`src/rtl/frame_peak_buffer_pkg.sv`:
```
// Shared definitions for the frame peak buffer and the normaliser it feeds.
// Holds the controller state encoding, the default sample/factor widths
// (so both blocks agree on their interface) and a constant clog2 helper
// used to size the frame pointers.
package frame_peak_buffer_pkg;

  // Widths shared with the normaliser's data and factor inputs.
  localparam int DEFAULT_DIN_WIDTH    = 11;
  localparam int DEFAULT_FACTOR_WIDTH = 11;

  // Controller states: FILL collects a frame, CALC derives the factor,
  // DRAIN replays the buffered frame.
  typedef enum logic [1:0] {
    FILL  = 2'd0,
    CALC  = 2'd1,
    DRAIN = 2'd2
  } state_e;

  // Ceiling log2, never smaller than 1 so a pointer always has a bit.
  function automatic int clog2(input int value);
    int r;
    r = 0;
    for (int v = value - 1; v > 0; v = v >> 1) begin
      r++;
    end
    return (r < 1) ? 1 : r;
  endfunction

endpackage

```
`src/rtl/frame_buf_ram.sv`:
```
// Frame storage: DEPTH x WIDTH register array.
// Ports:
//   clk    - clock, write on rising edge
//   we     - write enable
//   waddr  - write address
//   wdata  - write data
//   raddr  - read address (combinational read)
//   rdata  - read data
// Contents are not reset; the controller only reads entries it has written.
module frame_buf_ram #(
  parameter int DEPTH  = 64,
  parameter int WIDTH  = 11,
  parameter int ADDR_W = 6
) (
  input  logic              clk,
  input  logic              we,
  input  logic [ADDR_W-1:0] waddr,
  input  logic [WIDTH-1:0]  wdata,
  input  logic [ADDR_W-1:0] raddr,
  output logic [WIDTH-1:0]  rdata
);

  logic [WIDTH-1:0] mem_q [DEPTH];

  always_ff @(posedge clk) begin
    if (we) begin
      mem_q[waddr] <= wdata;
    end
  end

  // Asynchronous read lets the output register load mem[rd_ptr] in the
  // same cycle the pointer is presented.
  assign rdata = mem_q[raddr];

endmodule

```
`src/rtl/frame_peak_buffer.sv`:
```
// Frame peak buffer: collects one FRAME_LEN-sample frame while tracking its
// peak, derives the normalisation factor (peak >> PEAK_SHIFT, clamped to at
// least 1 and saturated to FACTOR_WIDTH bits), then replays the frame with
// the factor alongside each sample.
// Ports:
//   clk, rst     - clock and synchronous active-high reset
//   in_valid     - upstream sample valid
//   this_ready   - block accepts a sample (high only while filling)
//   in_data      - input sample
//   out_valid    - output sample valid
//   next_ready   - downstream accepts
//   out_data     - replayed sample
//   norm_factor  - factor for the frame currently leaving
//   out_last     - final sample of a frame
module frame_peak_buffer
  import frame_peak_buffer_pkg::*;
#(
  parameter int DIN_WIDTH    = DEFAULT_DIN_WIDTH,
  parameter int FACTOR_WIDTH = DEFAULT_FACTOR_WIDTH,
  parameter int FRAME_LEN    = 64,
  parameter int PEAK_SHIFT   = 2
) (
  input  logic                    clk,
  input  logic                    rst,
  input  logic                    in_valid,
  output logic                    this_ready,
  input  logic [DIN_WIDTH-1:0]    in_data,
  output logic                    out_valid,
  input  logic                    next_ready,
  output logic [DIN_WIDTH-1:0]    out_data,
  output logic [FACTOR_WIDTH-1:0] norm_factor,
  output logic                    out_last
);

  localparam int PTR_W = clog2(FRAME_LEN);
  localparam logic [PTR_W-1:0] LAST_PTR = PTR_W'(FRAME_LEN - 1);
  // Common width for comparing the shifted peak with the factor ceiling.
  localparam int CMP_W = (DIN_WIDTH > FACTOR_WIDTH) ? DIN_WIDTH : FACTOR_WIDTH;

  state_e                  state_q, state_d;
  logic [PTR_W-1:0]        wr_ptr_q, wr_ptr_d;
  logic [PTR_W-1:0]        rd_ptr_q, rd_ptr_d;
  logic [DIN_WIDTH-1:0]    peak_q, peak_d;
  logic                    out_valid_q, out_valid_d;
  logic [DIN_WIDTH-1:0]    out_data_q, out_data_d;
  logic                    out_last_q, out_last_d;
  logic [FACTOR_WIDTH-1:0] norm_factor_q, norm_factor_d;

  logic                    mem_we;
  logic [DIN_WIDTH-1:0]    mem_rdata;
  logic                    out_free;
  logic [DIN_WIDTH-1:0]    peak_shifted;
  logic [CMP_W-1:0]        shifted_ext;
  logic [CMP_W-1:0]        factor_max_ext;
  logic [FACTOR_WIDTH-1:0] factor_calc;

  frame_buf_ram #(
    .DEPTH  (FRAME_LEN),
    .WIDTH  (DIN_WIDTH),
    .ADDR_W (PTR_W)
  ) u_ram (
    .clk   (clk),
    .we    (mem_we),
    .waddr (wr_ptr_q),
    .wdata (in_data),
    .raddr (rd_ptr_q),
    .rdata (mem_rdata)
  );

  // Factor from the completed frame's peak. A zero result is clamped to 1 so
  // the normaliser never divides by zero; oversize values saturate.
  always_comb begin
    peak_shifted   = peak_q >> PEAK_SHIFT;
    shifted_ext    = CMP_W'(peak_shifted);
    factor_max_ext = CMP_W'({FACTOR_WIDTH{1'b1}});
    factor_calc    = FACTOR_WIDTH'(shifted_ext);
    if (shifted_ext == '0) begin
      factor_calc = FACTOR_WIDTH'(1);
    end else if (shifted_ext > factor_max_ext) begin
      factor_calc = '1;
    end
  end

  // The output register may take a new value when empty or being consumed.
  assign out_free = !out_valid_q || next_ready;

  always_comb begin
    state_d       = state_q;
    wr_ptr_d      = wr_ptr_q;
    rd_ptr_d      = rd_ptr_q;
    peak_d        = peak_q;
    out_valid_d   = out_valid_q;
    out_data_d    = out_data_q;
    out_last_d    = out_last_q;
    norm_factor_d = norm_factor_q;
    mem_we        = 1'b0;

    case (state_q)
      FILL: begin
        // A held last sample of the previous frame drains while filling.
        if (next_ready) begin
          out_valid_d = 1'b0;
          out_last_d  = 1'b0;
        end
        if (in_valid) begin
          mem_we = 1'b1;
          if (in_data > peak_q) begin
            peak_d = in_data;
          end
          if (wr_ptr_q == LAST_PTR) begin
            wr_ptr_d = '0;
            state_d  = CALC;
          end else begin
            wr_ptr_d = wr_ptr_q + 1'b1;
          end
        end
      end

      CALC: begin
        if (next_ready) begin
          out_valid_d = 1'b0;
          out_last_d  = 1'b0;
        end
        // Factor switches only once the previous frame's last sample has
        // left, so that sample always carries its own frame's factor.
        if (out_free) begin
          norm_factor_d = factor_calc;
          rd_ptr_d      = '0;
          state_d       = DRAIN;
        end
      end

      DRAIN: begin
        if (out_free) begin
          out_data_d  = mem_rdata;
          out_last_d  = (rd_ptr_q == LAST_PTR);
          out_valid_d = 1'b1;
          if (rd_ptr_q == LAST_PTR) begin
            rd_ptr_d = '0;
            wr_ptr_d = '0;
            peak_d   = '0;
            state_d  = FILL;
          end else begin
            rd_ptr_d = rd_ptr_q + 1'b1;
          end
        end
      end

      default: begin
        state_d = FILL;
      end
    endcase
  end

  always_ff @(posedge clk) begin
    if (rst) begin
      state_q       <= FILL;
      wr_ptr_q      <= '0;
      rd_ptr_q      <= '0;
      peak_q        <= '0;
      out_valid_q   <= 1'b0;
      out_data_q    <= '0;
      out_last_q    <= 1'b0;
      norm_factor_q <= '0;
    end else begin
      state_q       <= state_d;
      wr_ptr_q      <= wr_ptr_d;
      rd_ptr_q      <= rd_ptr_d;
      peak_q        <= peak_d;
      out_valid_q   <= out_valid_d;
      out_data_q    <= out_data_d;
      out_last_q    <= out_last_d;
      norm_factor_q <= norm_factor_d;
    end
  end

  assign this_ready  = (state_q == FILL);
  assign out_valid   = out_valid_q;
  assign out_data    = out_data_q;
  assign out_last    = out_last_q;
  assign norm_factor = norm_factor_q;

endmodule

```
`config.mk`:
```
export PLATFORM = sky130hd
export DESIGN_NAME = frame_peak_buffer
export DESIGN_NICKNAME = d
export VERILOG_FILES = /design/src/rtl/frame_peak_buffer_pkg.sv /design/src/rtl/frame_buf_ram.sv /design/src/rtl/frame_peak_buffer.sv
export SDC_FILE = /design/constraint.sdc
export NUM_CORES = 1
export LEC_CHECK = 0
export CORE_UTILIZATION = 40
export DETAILED_ROUTE_END_ITERATION = 8
export PLACE_DENSITY = 0.65
export SKIP_CTS_REPAIR_TIMING = 1
export SYNTH_ARGS = -nofsm -noshare
export SYNTH_HDL_FRONTEND = slang
export SYNTH_SLANG_ARGS = --single-unit
```
`constraint.sdc`:
```
create_clock -name clk -period 2.8 [get_ports clk]
set_clock_uncertainty 0.15 [all_clocks]
set_input_delay 0.56 -clock clk [delete_from_list [all_inputs] [get_ports clk]]
set_output_delay 0.56 -clock clk [all_outputs]
set_load 0.01 [all_outputs]
```
==> reports/summary.txt <==
===================================================================================
Via count of the first global-routing pass                                   16,100
Aggregate routed wire length                                           71,600 microns
Final Critical Period                                                       2.66 ns
Netlist cell types                                                               46
Worst-case headroom to the max-slew limit                                     37.2%
Total negative slack for setup checks                                          0 ns
Share of synthesized flip-flops with an asynchronous set or reset                0%
Peak supply drop                                                           0.418 mV
Number of pins with negative max-slew slack in the final report                   0
Worst min-delay path class                                               reg -> reg
Antenna Diode Count                                                               0
DRT Pass-1 Iters                                                                  8
Worst Hold Path Cells                                                             2
EDFF count, synth                                                               704
Critical path capture point type                                          flip-flop
Critical path launch point type                                           flip-flop
Via total after detailed routing                                             16,100
Die height                                                              274 microns
Simple-gate share of the synthesized area                                     4.42%
Number of hold violations in the final report                                     0
Total of buffers placed on input and output ports                                37
Wire length per cell after detailed routing                            24.9 microns
Worst Path Max Fanout                                                            11
Count of maximum capacitance violations                                           0
Post-synthesis share of cell area spent on xor and xnor gates                0.177%
Violations in the final reports                                                 DRC
Largest net degree at the start of global routing                                66
Global-route wire length before repair                                 106,000 microns
Detail Placement HPWL                                                  43,300 microns
Transition time at the pin with the least slew margin                      0.940 ns
Synth top area cells                                                   edfxtp_1 (71%), mux2i_1 (7.4%), mux4_2 (5.8%)
CP Data Required Time                                                       3.18 ns
Num Clock Sinks                                                                 751
Drt drc                                                                           3
Peak Freq                                                                 0.376 GHz
Core box area                                                          0.0732 sq mm
Die Area                                                               0.0753 sq mm
Most used DFF post-synth                                                   edfxtp_1
Adder-cell share of the synthesized area                                     0.548%
Post-Synthesis Cells                                                          1,692
Post-synthesis to final-layout area growth                                    15.7%
Total number of placement rows                                                   99
Unrepaired setup endpoints after global routing                               false
Mux cell area share after synthesis                                           13.3%
Hold Worst Slack                                                           0.319 ns
Starting Density                                                              40.6%
Placed cells                                                                  2,730
Number of H-tree levels                                                           3
Placer Congestion                                                             0.866
Number of cells on the worst reg-to-reg path                                      7
Proportion of netlist area held by the largest area contributor               71.2%
Synthesized cell area                                                  0.0297 sq mm
Detailed-route vias per instance                                               5.60
TritonCTS clock tree                                                           done
Number of warnings reported in the yosys synthesis log                            0
Sequential cell area fraction in the yosys report                             74.3%
Static power due to leakage                                                 10.5 nW
First-iteration detailed-routing DRC count                                    1,677
Flops & latches, synth                                                          751
Crit path kind                                                           reg -> reg
Ports placed on the boundary                                                     40
Fraction of the mapped netlist area in compound gates                         5.31%
Ratio of cells with drive above 1 in the final layout                         18.4%
Antenna violations before repair                                                  2
Status                                                                 finished, violations left
TritonCTS buffer count                                                           76
Width of the die                                                        274 microns
Final setup violating endpoints                                                   0
Deepest clock path buffer count                                                   3
Remaining global-route overflow                                                   0
Worst endpoint data arrival time                                            3.04 ns
Biggest area consumer among synthesized cells                              edfxtp_1
ANT nets after route                                                              0
Clock insertion delay at the later pin of the skew report                   0.63 ns
Ratio of final minimum period to clock period                                 94.9%
Nets                                                                          1,882
Mapped Avg Cell Area                                                     17.6 sq um
Areal power density over the cells                                      646 mW/mm^2
Count of placed standard cells in the final layout, fillers left out          2,871
Main combinational cell family by area after synthesis                 multiplexers
Clock tree root buffer cell                                               clkbuf_16
All-layer global routing usage                                                19.2%
Register clock-pin slew on the reported worst setup and hold paths          0.06 ns
===================================================================================
==> state kept, by name (all words and copies together) (netlist names) <==
signal	count
u_ram.mem_q	704
out_data	11
peak_q	11
norm_factor	9
rd_ptr_q	6
wr_ptr_q	6
state_q	2
out_last	1
out_valid	1
==> final cells by class <==
cell class / instances / area, sq um
clock inverter: 35 / 248
clock buffer: 101 / 2050
timing repair buffer: 186 / 1630
multi-input combinational: 825 / 7090
sequential: 751 / 22100
fill: 6133 / 38900
inverter: 14 / 52.6
tap: 959 / 1200
==> power breakdown <==
group          switching [mW]  total [mW]  internal, mW  leakage (nW)
clock network            4.21        9.40          5.20          1.12
registers              0.0251        12.3          12.3          6.72
logic                   0.351       0.465         0.113          2.72
==> stage by stage <==
stage	total power, mW	worst slack (ns)	cell area (sq um)	util [%]
floorplan	12.7	0.380	29700	-
global placement	13.0	0.112	32000	43.7
detailed placement	13.0	0.122	32000	43.7
CTS	22.4	0.0827	34300	46.9
global route	22.8	0.0439	34400	46.9
finish	22.2	0.144	34400	46.9
==> logic make-up (layout without fill, tap and decap cells) <==
family,after synthesis,after routing
xor+xnor,6,6
fa+ha+maj,13,13
mux,298,298
flops,751,751
simple gates,279,279
compound gates,227,227
buf+inv,117,336
other cells,1,2
==> cells in the final DEF (no fill, tap or decap), types with 45 or more instances in the layout <==
cell type	count
edfxtp_1	704
buf_4	133
clkbuf_16	77
a21oi_1	45
a22oi_1	110
nor2_1	89
mux2i_1	221
dfxtp_1	45
nand3_1	60
nand2_1	56
mux4_2	77
==> routing by layer <==
metal  track usage, %  part of all wire [%]  up-vias
li1                 -                     -     7086
met4             4.84                   2.0        4
met5                0                 0.032        -
met3             4.45                   7.8       98
met1             27.4                    44     8262
met2             29.5                    46      618
==> cells in the mapped netlist, types with 34 or more instances <==
| library cell | instances |
|---|---|
| nand3_1 | 60 |
| dfxtp_1 | 47 |
| nand2_1 | 56 |
| nor2_1 | 90 |
| mux2i_1 | 221 |
| a21oi_1 | 46 |
| edfxtp_1 | 704 |
| buf_2 | 40 |
| a211oi_1 | 34 |
| clkbuf_1 | 43 |
| a22oi_1 | 110 |
| mux4_2 | 77 |
==> worst max-delay path, stage by stage (launching register included) <==
cell	delay, ns
dfxtp_1	0.51
buf_4	0.28
nor2b_1	0.73
a22oi_1	0.21
a21oi_1	0.28
a211oi_1	0.09
buf_4	0.16
nor3_1	0.15
==> final timing paths <==
kind,end,start,slack [ns]
max,out_data[5]$_SDFFE_PP0P_,rd_ptr_q[2]$_SDFFE_PP0P_,0.14
min,norm_factor[1]$_SDFFE_PP0P_,norm_factor[1]$_SDFFE_PP0P_,0.32
min reg2reg,norm_factor[1]$_SDFFE_PP0P_,norm_factor[1]$_SDFFE_PP0P_,0.32
max reg2reg,out_data[5]$_SDFFE_PP0P_,rd_ptr_q[2]$_SDFFE_PP0P_,0.14
No activity file was read; power rests on OpenSTA's default activity.
==> variant, RTL diff (same flow settings) <==
`FRAME_LEN`: 64 -> 128.
--- a/src/rtl/frame_peak_buffer.sv
+++ b/src/rtl/frame_peak_buffer.sv
@@ -17,7 +17,7 @@
 #(
   parameter int DIN_WIDTH    = DEFAULT_DIN_WIDTH,
   parameter int FACTOR_WIDTH = DEFAULT_FACTOR_WIDTH,
-  parameter int FRAME_LEN    = 64,
+  parameter int FRAME_LEN    = 128,
   parameter int PEAK_SHIFT   = 2
 ) (
   input  logic                    clk,
Check against the original RTL: no difference found for any inputs over 4 cycles, from zero or initial values and one cycle with rst high; that may be too few to reach the edited logic, so the function may still have changed.
==> variant against the unedited design <==
The flow still finishes with violations (DRC); sequential cell count rose by 706; design area is 97% higher; synthesized cell count increased by 92%; utilization increased by 0.19 points; power rose by 100%; via count grew 95%; highest routed layer is now met4; worst setup slack worse by 0.087 ns; count of clock-buffer cells in the layout grew 79; wire length is 110% higher; synthesized area up 95%.
==> variant: results (changes against the unedited design) <==
** Outcome
- Run status :: complete, but fails checks
- The checks that failed: DRC.

** Place
- The pre-CTS setup slack is -0.1493 ns (-0.2713 ns).
- GP Congestion :: 0.8648 (about the same)
- The HPWL after detailed placement is 90.56 mm (+110%).

** Drt
- Post-DR vias/cell :: 5.568 (-0.50%)
- The violation count after the first detailed-routing iteration was 3478 (+110%).
- The number of detailed-routing iterations run before antenna repair was 7 (-1).
- DRC violation count after routing :: 6 (+3)

** Finish
- The number of fill cells came to 11958 (+95%).
- The final net count was 3625 (+93%).
- The flip-flop count of the largest register after layout is 1408 (+100%).
- The fraction of layout instances using a drive strength above 1 was 0.2059 (+0.02177).

** Clock network
- Clock latency on the worst-skew pair :: 0.77 ns (+0.14 ns)
- The total CTS buffers came to 149 (+96%).

** Yosys
- The number of synthesized flops with an enable pin was 1408 (+100%).
- Most used standard cells in the synthesized netlist :: 1408 x sky130_fd_sc_hd__edfxtp_1, 517 x sky130_fd_sc_hd__mux2i_1, 173 x sky130_fd_sc_hd__nor2_1
- The number of distinct library cells after synthesis came to 55 (+20%).
- Mux contribution to synthesized area :: 0.1363 (+0.003445)

** Hold path
- Hold Crit Start :: in_data[10]
- Worst hold path class :: in -> reg
- The path with the worst hold slack has its endpoint at u_ram.mem_q[17][10].

** Setup path
- The cell family contributing the most delay on the critical path is compound AO/OA/AOI/OAI gates.
- The startpoint identified for the worst register-to-register timing path is rd_ptr_q[1].
- The reg-to-reg setup timing slack is 0.06 ns (-0.09 ns).
- The number of cells traversed by the worst register-to-register path came to 8 (+1).
- The biggest cell delay along the critical path was 0.55 ns (-0.18 ns).
- The largest fanout on the critical path is 22 (+11).
- The worst path arrival time was 3.26 ns (+0.22 ns).
- CP max stage cell :: sky130_fd_sc_hd__a221oi_1

** Global routing
- Number of global-route vias before repair :: 31037 (+93%)
- The first-pass GRT wire length came to 211.9 mm (+100%).
- The overall track demand over capacity in global routing came to 0.1995 (+0.007710).
- The initial antenna violation count came to 3 (+1).
- Maximum number of pins on one net before global-route repair :: 130 (+97%)

** Pwr
- Standby leakage power :: 20.61 nW (+95%)
==> variant: final cells by class <==
type	count	share of cell area
Clock inverter	85	0.01538
Tap cell	1903	0.03517
Sequential cell	1457	0.6394
Inverter	14	0.0007763
Clock buffer	180	0.05680
Multi-Input combinational cell	1570	0.1966
Timing Repair Buffer	405	0.05590
==> variant: report_power, final <==
part	internal (mW)	switching, mW
logic	0.213	0.693
clock network	11.3	8.39
registers	23.9	0.0230
==> variant: kinds of logic after synthesis <==
| group | Yosys count |
|---|---|
| and+or+nand+nor | 487 |
| adders and majority gates | 13 |
| buffers and inverters | 222 |
| xor gates and xnor gates | 8 |
| other | 1 |
| muxes | 649 |
| DFF | 1457 |
| AOI/OAI and AO/OA | 411 |
==> variant: per-layer routing <==
metal | part of all wire | vias to the layer above | GRT usage | routed length, um
li1 | - | 13672 | - | -
met1 | 0.41 | 15961 | 0.2746 | 61500
met2 | 0.46 | 1400 | 0.3096 | 68820
met3 | 0.091 | 228 | 0.04843 | 13560
met4 | 0.031 | 0 | 0.06733 | 4541
met5 | 0 | - | 0 | 0
==> variant: worst max-delay path by stage <==
| stage | startpoint | end | slack (ns) | depth (start not counted) |
|---|---|---|---|---|
| 2_1_floorplan | wr_ptr_q[0] | u_ram.mem_q[106][0] | 0.10 | 6 |
| 3_3_place_gp | in_valid | u_ram.mem_q[89][4] | -0.12 | 6 |
| 3_5_place_dp | in_valid | u_ram.mem_q[89][4] | -0.15 | 6 |
| 4_1_cts | state_q[1] | this_ready | -0.18 | 2 |
| 5_1_grt | rd_ptr_q[1] | out_data[6] | 0.03 | 8 |
| 6_report | rd_ptr_q[1] | out_data[6] | 0.06 | 8 |
==> variant: through the flow <==
| step | total power [mW] | hold WS [ns] | cells | cell area, um2 | utilization |
|---|---|---|---|---|---|
| after floorplan | 24.60 | 0.2847 | 3249 | 57970 | - |
| after global placement | 25.32 | 0.2945 | 5342 | 62600 | 0.4357 |
| after detailed placement | 25.33 | 0.3090 | 5342 | 62600 | 0.4357 |
| after CTS | 44.87 | 0.08404 | 5607 | 67480 | 0.4698 |
| after global routing | 45.73 | 0.09066 | 5614 | 67690 | 0.4712 |
| final | 44.56 | 0.1094 | 5614 | 67690 | 0.4712 |
==> variant: worst register-to-register path, cell delays in order, from the launching register on <==
cell,delay (ns)
sky130_fd_sc_hd__dfxtp_4,0.45
sky130_fd_sc_hd__buf_4,0.21
sky130_fd_sc_hd__nand2b_1,0.23
sky130_fd_sc_hd__buf_6,0.25
sky130_fd_sc_hd__o22ai_1,0.21
sky130_fd_sc_hd__a21oi_1,0.14
sky130_fd_sc_hd__a221oi_1,0.55
sky130_fd_sc_hd__nor2_1,0.17
sky130_fd_sc_hd__o32ai_1,0.29
